--- src/rtl/timestamp_pkg.sv ---
// Shared definitions for the timestamp framer: frame constants, the buffered
// sample record layout, the output FSM states and the byte selector used to
// serialise a record into a frame.
package timestamp_pkg;

  localparam logic [7:0] SYNC_BYTE   = 8'hA5;
  localparam int         FRAME_BYTES = 8;

  typedef struct packed {
    logic [7:0]  flags;
    logic [31:0] ts;
    logic [15:0] data;
  } record_t;

  typedef enum logic {
    IDLE,
    SEND
  } state_t;

  // Byte idx of the frame built from rec: sync, flags, ts MSB..LSB, data MSB..LSB
  function automatic logic [7:0] frame_byte(input record_t rec, input logic [2:0] idx);
    logic [7:0] b;
    case (idx)
      3'd0:    b = SYNC_BYTE;
      3'd1:    b = rec.flags;
      3'd2:    b = rec.ts[31:24];
      3'd3:    b = rec.ts[23:16];
      3'd4:    b = rec.ts[15:8];
      3'd5:    b = rec.ts[7:0];
      3'd6:    b = rec.data[15:8];
      default: b = rec.data[7:0];
    endcase
    return b;
  endfunction

endpackage

--- src/rtl/frame_fifo.sv ---
// Synchronous record FIFO. Full/empty come from the registered occupancy, so a
// push arriving while full is refused even if a pop happens in the same cycle.
// The head record is presented combinationally on rd_data.
module frame_fifo import timestamp_pkg::*; #(
  parameter int DEPTH = 4
) (
  input  logic                     clk_128M,
  input  logic                     rst_n,
  input  logic                     push,
  input  record_t                  wr_data,
  input  logic                     pop,
  output record_t                  rd_data,
  output logic                     full,
  output logic                     empty,
  output logic [$clog2(DEPTH):0]   occupancy
);

  localparam int AW = $clog2(DEPTH);

  record_t        mem [DEPTH];
  logic [AW-1:0]  wr_ptr;
  logic [AW-1:0]  rd_ptr;
  logic           do_push;
  logic           do_pop;

  assign full    = (occupancy == (AW+1)'(DEPTH));
  assign empty   = (occupancy == '0);
  assign do_push = push && !full;
  assign do_pop  = pop && !empty;
  assign rd_data = mem[rd_ptr];

  // Storage array; contents need no reset because occupancy guards every read
  always_ff @(posedge clk_128M) begin
    if (do_push) begin
      mem[wr_ptr] <= wr_data;
    end
  end

  // Pointer and occupancy bookkeeping; simultaneous push and pop keep the count
  always_ff @(posedge clk_128M) begin
    if (!rst_n) begin
      wr_ptr    <= '0;
      rd_ptr    <= '0;
      occupancy <= '0;
    end else begin
      if (do_push) wr_ptr <= wr_ptr + AW'(1);
      if (do_pop)  rd_ptr <= rd_ptr + AW'(1);
      case ({do_push, do_pop})
        2'b10:   occupancy <= occupancy + (AW+1)'(1);
        2'b01:   occupancy <= occupancy - (AW+1)'(1);
        default: occupancy <= occupancy;
      endcase
    end
  end

endmodule

--- src/rtl/timestamp_framer.sv ---
// Captures timestamped samples into a small record FIFO and streams each
// record to the host as an 8-byte frame over a valid/ready byte interface.
// Dropped samples are counted and flagged on the next accepted record.
module timestamp_framer import timestamp_pkg::*; #(
  parameter int FIFO_DEPTH = 4
) (
  input  logic         clk_128M,
  input  logic         rst_n,
  input  logic [31:0]  timestamp_count,
  input  logic         offset_adjust,
  input  logic [15:0]  sample_data,
  input  logic         sample_valid,
  output logic [7:0]   m_tdata,
  output logic         m_tvalid,
  input  logic         m_tready,
  output logic         m_tlast,
  output logic [15:0]  drop_count
);

  localparam logic [2:0] LAST_IDX = 3'(FRAME_BYTES - 1);

  record_t                     in_rec;
  record_t                     fifo_head;
  record_t                     frame_rec;
  logic                        push;
  logic                        pop;
  logic                        drop;
  logic                        full;
  logic                        empty;
  logic [$clog2(FIFO_DEPTH):0] occupancy;
  logic                        occupancy_unused;
  logic                        adjust_flag;
  logic                        overflow_flag;
  logic                        beat;
  state_t                      state;
  logic [2:0]                  byte_idx;

  assign push             = sample_valid && !full;
  assign drop             = sample_valid && full;
  assign beat             = m_tvalid && m_tready;
  assign pop              = !empty && ((state == IDLE) || (beat && byte_idx == LAST_IDX));
  assign occupancy_unused = ^occupancy;

  assign in_rec.flags = {6'b0, overflow_flag, adjust_flag | offset_adjust};
  assign in_rec.ts    = timestamp_count;
  assign in_rec.data  = sample_data;

  frame_fifo #(
    .DEPTH (FIFO_DEPTH)
  ) u_fifo (
    .clk_128M  (clk_128M),
    .rst_n     (rst_n),
    .push      (push),
    .wr_data   (in_rec),
    .pop       (pop),
    .rd_data   (fifo_head),
    .full      (full),
    .empty     (empty),
    .occupancy (occupancy)
  );

  // Sticky flags ride on the next accepted record and clear there; drops are counted with saturation
  always_ff @(posedge clk_128M) begin
    if (!rst_n) begin
      adjust_flag   <= 1'b0;
      overflow_flag <= 1'b0;
      drop_count    <= '0;
    end else begin
      if (push) begin
        adjust_flag   <= 1'b0;
        overflow_flag <= 1'b0;
      end else begin
        if (offset_adjust) adjust_flag   <= 1'b1;
        if (drop)          overflow_flag <= 1'b1;
      end
      if (drop && drop_count != 16'hFFFF) begin
        drop_count <= drop_count + 16'd1;
      end
    end
  end

  // Output FSM: loads a record into the frame register and walks its bytes on each accepted beat
  always_ff @(posedge clk_128M) begin
    if (!rst_n) begin
      state     <= IDLE;
      byte_idx  <= '0;
      frame_rec <= '0;
      m_tdata   <= 8'h00;
      m_tvalid  <= 1'b0;
      m_tlast   <= 1'b0;
    end else begin
      case (state)
        IDLE: begin
          if (!empty) begin
            frame_rec <= fifo_head;
            byte_idx  <= '0;
            m_tdata   <= SYNC_BYTE;
            m_tvalid  <= 1'b1;
            m_tlast   <= 1'b0;
            state     <= SEND;
          end
        end
        SEND: begin
          if (beat) begin
            if (byte_idx == LAST_IDX) begin
              if (!empty) begin
                frame_rec <= fifo_head;
                byte_idx  <= '0;
                m_tdata   <= SYNC_BYTE;
                m_tlast   <= 1'b0;
              end else begin
                m_tdata  <= 8'h00;
                m_tvalid <= 1'b0;
                m_tlast  <= 1'b0;
                state    <= IDLE;
              end
            end else begin
              byte_idx <= byte_idx + 3'd1;
              m_tdata  <= frame_byte(frame_rec, byte_idx + 3'd1);
              m_tlast  <= ((byte_idx + 3'd1) == LAST_IDX);
            end
          end
        end
      endcase
    end
  end

endmodule

--- config.mk ---
export PLATFORM = sky130hd
export DESIGN_NAME = timestamp_framer
export DESIGN_NICKNAME = d
export VERILOG_FILES = /design/src/rtl/timestamp_pkg.sv /design/src/rtl/frame_fifo.sv /design/src/rtl/timestamp_framer.sv
export SDC_FILE = /design/constraint.sdc
export NUM_CORES = 1
export LEC_CHECK = 0
export ABC_AREA = 1
export CAP_MARGIN = 20
export CORE_MARGIN = 2
export CORE_UTILIZATION = 60
export DETAILED_ROUTE_END_ITERATION = 8
export PLACE_DENSITY = 0.9
export SLEW_MARGIN = 10
export SYNTH_ARGS = -nofsm -noshare
export SYNTH_HDL_FRONTEND = slang
export SYNTH_SLANG_ARGS = --single-unit
--- constraint.sdc ---
create_clock -name clk_128M -period 6.3 [get_ports clk_128M]
set_clock_uncertainty 0.1 [all_clocks]
set_input_delay 1.26 -clock clk_128M [delete_from_list [all_inputs] [get_ports clk_128M]]
set_output_delay 1.26 -clock clk_128M [all_outputs]
set_load 0.02 [all_outputs]
* Yosys cells after proc, flatten, opt, wreduce, memory -nomap -nowiden *
Memory sizes are Yosys's and may differ from the RTL's. A register that Yosys moved wholly into a read port is not among the register bits.
Cells that the tools add are included.
W data, S select, Z words.

storage, ports and cells
  flip-flop bits (word level) = 95
  memory bits (writable) = 200
  input port bits = 53
  output and inout bits = 26
  logic and storage cells = 90
  memories kept = 1

memory list
  name        words  bits a word  read ports  clocked after Yosys merged registers in  write ports  RTL line          RTL
  u_fifo.mem  4      50           1           1                                        1            frame_fifo.sv:20  record_t mem [DEPTH];

operators by class
  add/sub/neg operators = 6
  equal/unequal tests = 16
  mux-type cells = 32
  bitwise gates (word level) = 3
  reduce and logical (&&, ||, !) cells = 18

operators with widths
  cell                     number
  $mux W56                 3
  $pmux W56 S2             1
  $pmux W8 S7              1
  $mux W8                  4
  $eq A3 B3 Y1 const B     6
  $add A16 B1 Y16 const B  1
  $ne A16 B16 Y1 const B   1
  $pmux W8 S2              1
  $mux W1                  12
  $pmux W3 S2              2
  $mux W3                  3
  $logic_and A1 B1 Y1      8
  $add A3 B1 Y3 const B    2
  $eq A3 B2 Y1 const B     2
  $logic_not A3 Y1         2
  $ne A2 B2 Y1 const B     3
  $pmux W1 S2              3
  $add A2 B1 Y2 const B    2
  $mux W2                  2
  $reduce_and A2 Y1        2
  $reduce_and A4 Y1        1
  $eq A3 B1 Y1 const B     1
  $sub A3 B1 Y3 const B    1
  $eq A2 B1 Y1 const B     1
  other kinds (8)          10

* Logic depth before layout (Yosys ltp) *
  word-level depth = 7
  gate-level depth with buffers = 15
  mapped depth without buffers = 13

* Cells and area by module *
Synthesis repeated with hierarchy kept, for this count alone.

unflattened totals
  cell total of the unflattened synthesis = 1218
  area, all modules = 13260.2 um^2

by module, submodules not included
  module            times used  cells an instance  area an instance (um^2)  sequential area each (um^2)
  frame_fifo        1           611                9190.1                   6906.6
  timestamp_framer  1           607                4070.2                   1761.7

* Worst setup path before layout *
OpenSTA, ideal clock, no wires.

  kind = input port to flip-flop
  start = in sample_valid
  end = mem u_fifo.mem[0][0] (netlist bit) (enable)
  setup time = 0.458 ns
  arrival time = 3.548 ns
  required time = 5.742 ns
  path slack = 2.194 ns
  cell stages on the path = 2
  path buffers = 0
  cell sequence = nand2_1 > nor2_1

between the ends
  cells in the longest elaborated chain, start to end = 4

RTL lines
  item                           RTL line                RTL
  start: declaration             timestamp_framer.sv:12  input logic sample_valid,
  $logic_and A1 B1 Y1            timestamp_framer.sv:38  assign push = sample_valid && !full;
  $logic_and A1 B1 Y1            frame_fifo.sv:28        assign do_push = push && !full;
  $mux W1                        frame_fifo.sv:34        if (do_push) begin
  $mux W1 (implied by the code)  frame_fifo.sv:35        mem[wr_ptr] <= wr_data;
  end: declaration               frame_fifo.sv:20

Every way passes these cells.

* Worst setup path in the final report *
  start = in m_tready
  end = reg u_fifo.occupancy[2]

between the ends
  cells in the longest elaborated chain, start to end = 7
  elaborated cells on any way between the ends = 9
  those cells by class = eq/ne: 2; mux: 1; reduce/logical: 6

RTL lines
  item                                                      RTL line                RTL
  start: declaration                                        timestamp_framer.sv:15  input logic m_tready,
  $logic_and A1 B1 Y1 *                                     timestamp_framer.sv:40  assign beat = m_tvalid && m_tready;
  $logic_and A1 B1 Y1 *                                     timestamp_framer.sv:41  assign pop = !empty && ((state == IDLE) || (beat && byte_idx == LAST_IDX));
  $logic_or A1 B1 Y1 *                                      timestamp_framer.sv:41
  $logic_and A1 B1 Y1 *                                     timestamp_framer.sv:41
  $logic_and A1 B1 Y1 *                                     frame_fifo.sv:29        assign do_pop = pop && !empty;
  $eq A2 B1 Y1 / $eq A2 B2 Y1 (equally long branches)       frame_fifo.sv:48        case ({do_push, do_pop})
  $pmux W3 S2 / $reduce_bool A2 Y1 (equally long branches)  --
  end signal: assignment                                    frame_fifo.sv:49        2'b10: occupancy <= occupancy + (AW+1)'(1);
  end signal: assignment                                    frame_fifo.sv:50        2'b01: occupancy <= occupancy - (AW+1)'(1);
  end signal: assignment                                    frame_fifo.sv:51        default: occupancy <= occupancy;
  end: declaration                                          frame_fifo.sv:15        output logic [$clog2(DEPTH):0] occupancy

Mark *: on every way between the ends. The rest lies on a longest branch, timed or not.
A chain may end at the register's enable or synchronous reset.

==> metrics <==
status completed; Placed Area 0.01270 mm2; post-synthesis simple-gate area fraction 15.44%; Core Util, Final a little over two thirds; DRC viols 0; unrepaired setup endpoints after global routing no; CTS tree built; Synth Area in Adders approximately 1.3%; drt wl/cell 16.60 um; Site Rows 51; Synth Instances 1151; Worst VDD drop roughly 0.00028 V; max frequency 234.7 MHz; CTS-repair resized insts 0; P&R area growth vs syn 16.01%; Die Area 0.02079 mm2; Worst path slowest cell clkinv_2; Mean Syn Cell Area 10.24 um2; crit path from m_tready; CP Capture Type register; post-synthesis mux area share 0%; crit share post-route 67.63%; cell family with most CP delay buffers and inverters; Crit path depth 11; worst r2r path cells 13; CP cell instances clkdlybuf4s50_1 -> nand2_1 -> nand2_1 -> nand3_4 -> clkinv_2 -> ha_1 -> fa_1 -> a21oi_1 -> o21a_1 -> o21ai_0 -> a21oi_1; worst-path fanout max slightly below 60; Buf/Inv on CP 2; Worst slew margin 27.48%; PortBufs 78; worst reg2reg startpoint byte_idx[0]; Max clock buf depth 3; 1st-iter DRT viols 868; Layout fillers 1303; # clock sinks 291; Worst EP arrival 4620 ps; top cells by area, synth edfxtp_1, dfxtp_1, o21ai_0, nand2_1, nor2_1; Starting Density 60.78%; count leader, synth edfxtp_1; final cell area excluding filler cells about 0.014 mm2; Netlist cell types 35; Synth top area share roughly half; share of layout cells above drive strength 1 5.940%; Max-cap violations 0; Compound-Gate Fraction of Synth Area 11.77%; Seq cells post-synth roughly 290; DR vias ~8400; DR vias/cell approximately 5.6; fin. max-slew vios 0; Post-synth top flop edfxtp_1; P per Cell Area 381.7 mW/mm2; Post-CTS Hold Buffers 0; area share of xor/xnor cells in the synthesized design 0.8913%; first-pass GRT wire length 39460 um; GPL Wtd Cong 0.9272; worst-skew pair later-pin latency 530 ps; final wirelength 24800 um; Min Hold Slack 351.1 ps; internal reg-to-reg setup slack approximately 2400 ps; Critical Path Start Type input pin; H-tree depth 1; worst slack at placement about 1600 ps; Mapped Area 0.01179 mm2; WS Path Type in -> reg; CP Data Required Time between 6000 and 7000 ps; GR Util All Layers 24.23%; Post-synth top cells edfxtp_1, nand2_1, nor2_1; GRT overflow 0; main combinational cell family by area after synthesis simple AND/OR/NAND/NOR gates; Finish-stage setup viols 0; Pleak between 0.004 and 0.005 uW; worst min path class reg -> reg; slowest stage delay, CP 710 ps; total iterations of the first detailed-routing run 5; CTS root buffer clkbuf_16; initial antenna violation count 0; Yosys Warn Count 0; Post-CTS Setup Inserts 0; post-synth net total 1216; Core ar. between 0.015 and 0.02 mm2; DRT antenna net count 0; total negative setup slack 0 ps; asr flop ratio synth 0%; Worst-Margin Slew 1085 ps; Clock transition at path regs 60 ps; post-synth top area cell edfxtp_1; Final Hold Fails 0; I/O pins 79; vias in the first global route 8056; Ant. Diodes 0; post-synthesis sequential area ratio 66.38%; Post-synth EDFFs 200; r2r endpoint u_fifo.occupancy[2]; Nets 1272; DP Wirelength 14760 um; TritonCTS Buffers 28; WHS Path Cells 1; fin worst setup slack 2039 ps; Worst Setup EP u_fifo.occupancy[2]; pin count of the biggest net entering global routing 101; Die Wd around 140 um; crit path time final 4261 ps; chip height 144.2 um
state kept, by name (all words and copies together), names as in the netlist, 2 cells and up, named ones only:
signal and flops:
u_fifo.mem 200, frame_rec 50, drop_count 16, u_fifo.occupancy 3
u_fifo.wr_ptr 2, byte_idx 3, u_fifo.rd_ptr 2, m_tdata 8
cell type report:
type | instances | area [um2] | area share (%)
timing repair buffer | 87 | 880.8 | 6.439
tap | 265 | 331.6 | 2.424
clock buffer | 40 | 828.3 | 6.055
clock inverter | 12 | 105.1 | 0.7683
inverter | 53 | 202.7 | 1.482
sequential | 291 | 7830 | 57.24
multi-input combinational | 746 | 3501 | 25.59
stage by stage:
step	std cells	power (uW)
after floorplan	1151	3255
after global placement	1440	3524
after detailed placement	1440	3579
after CTS	1492	5229
after global routing	1494	5480
final	1494	5222
where the power goes:
part / internal [uW] / switching (uW)
clock: 992 / 654
combinational: 344 / 789
sequential: 2310 / 129
total: 3650 / 1570
worst min-delay path by stage:
| stage | start | end | slack, ps |
|---|---|---|---|
| 4_1_cts | u_fifo.rd_ptr[1] | register | 350 |
| 5_1_grt | u_fifo.rd_ptr[1] | register | 360 |
| 3_3_place_gp | u_fifo.rd_ptr[1] | register | 320 |
| 2_1_floorplan | u_fifo.rd_ptr[1] | register | 320 |
| 6_report | u_fifo.rd_ptr[1] | register | 350 |
| 3_5_place_dp | u_fifo.rd_ptr[1] | register | 330 |
worst register-to-register path: cells and delay by family (launching register included):
kind,cells,cell delay (ps)
AOI/OAI and AO/OA,4,520
and+or+nand+nor,3,750
adders and majority gates,3,1270
DFF,1,360
buffers and inverters,3,880
cells by family (layout without fill, tap and decap cells):
kind of cell               count (synthesis)  count (layout)
AOI/OAI and AO/OA                        273             273
xor gates and xnor gates                  12              12
adders and majority gates                 12              12
buffers and inverters                    114             192
DFF                                      291             291
and+or+nand+nor                          449             449
metal layers:
layer	share of wire (%)	global-route usage [%]	routed length [um]
met5	0	0	0
met3	7.5	3.808	1861
met2	51	41.83	12590
met1	39	31.52	9672
met4	2.7	8.329	675
layout by cell type, fill, tap and decap left out:
cell,count
xnor2_1,6
clkbuf_1,6
nand3_4,1
inv_4,1
nand3_2,1
clkbuf_16,30
buf_4,7
nor3_2,1
buf_12,1
dfxtp_2,2
o21ai_0,159
bufinv_16,2
clkbuf_8,4
fa_1,1
o21bai_4,1
nor3_1,3
xor2_1,6
nand4_1,13
a31oi_1,2
o21ai_1,26
clkinv_2,7
nand3_1,36
edfxtp_1,200
a21oi_1,83
o21a_1,1
ha_1,11
clkinv_1,2
dfxtp_1,89
nor2_2,1
inv_1,48
inv_2,5
nand2_1,196
nor2_1,189
clkdlybuf4s50_1,78
nand2_4,1
nand2_2,1
nor2_4,6
o31ai_1,1
buf_16,1
No activity file was read; power rests on OpenSTA's default activity.
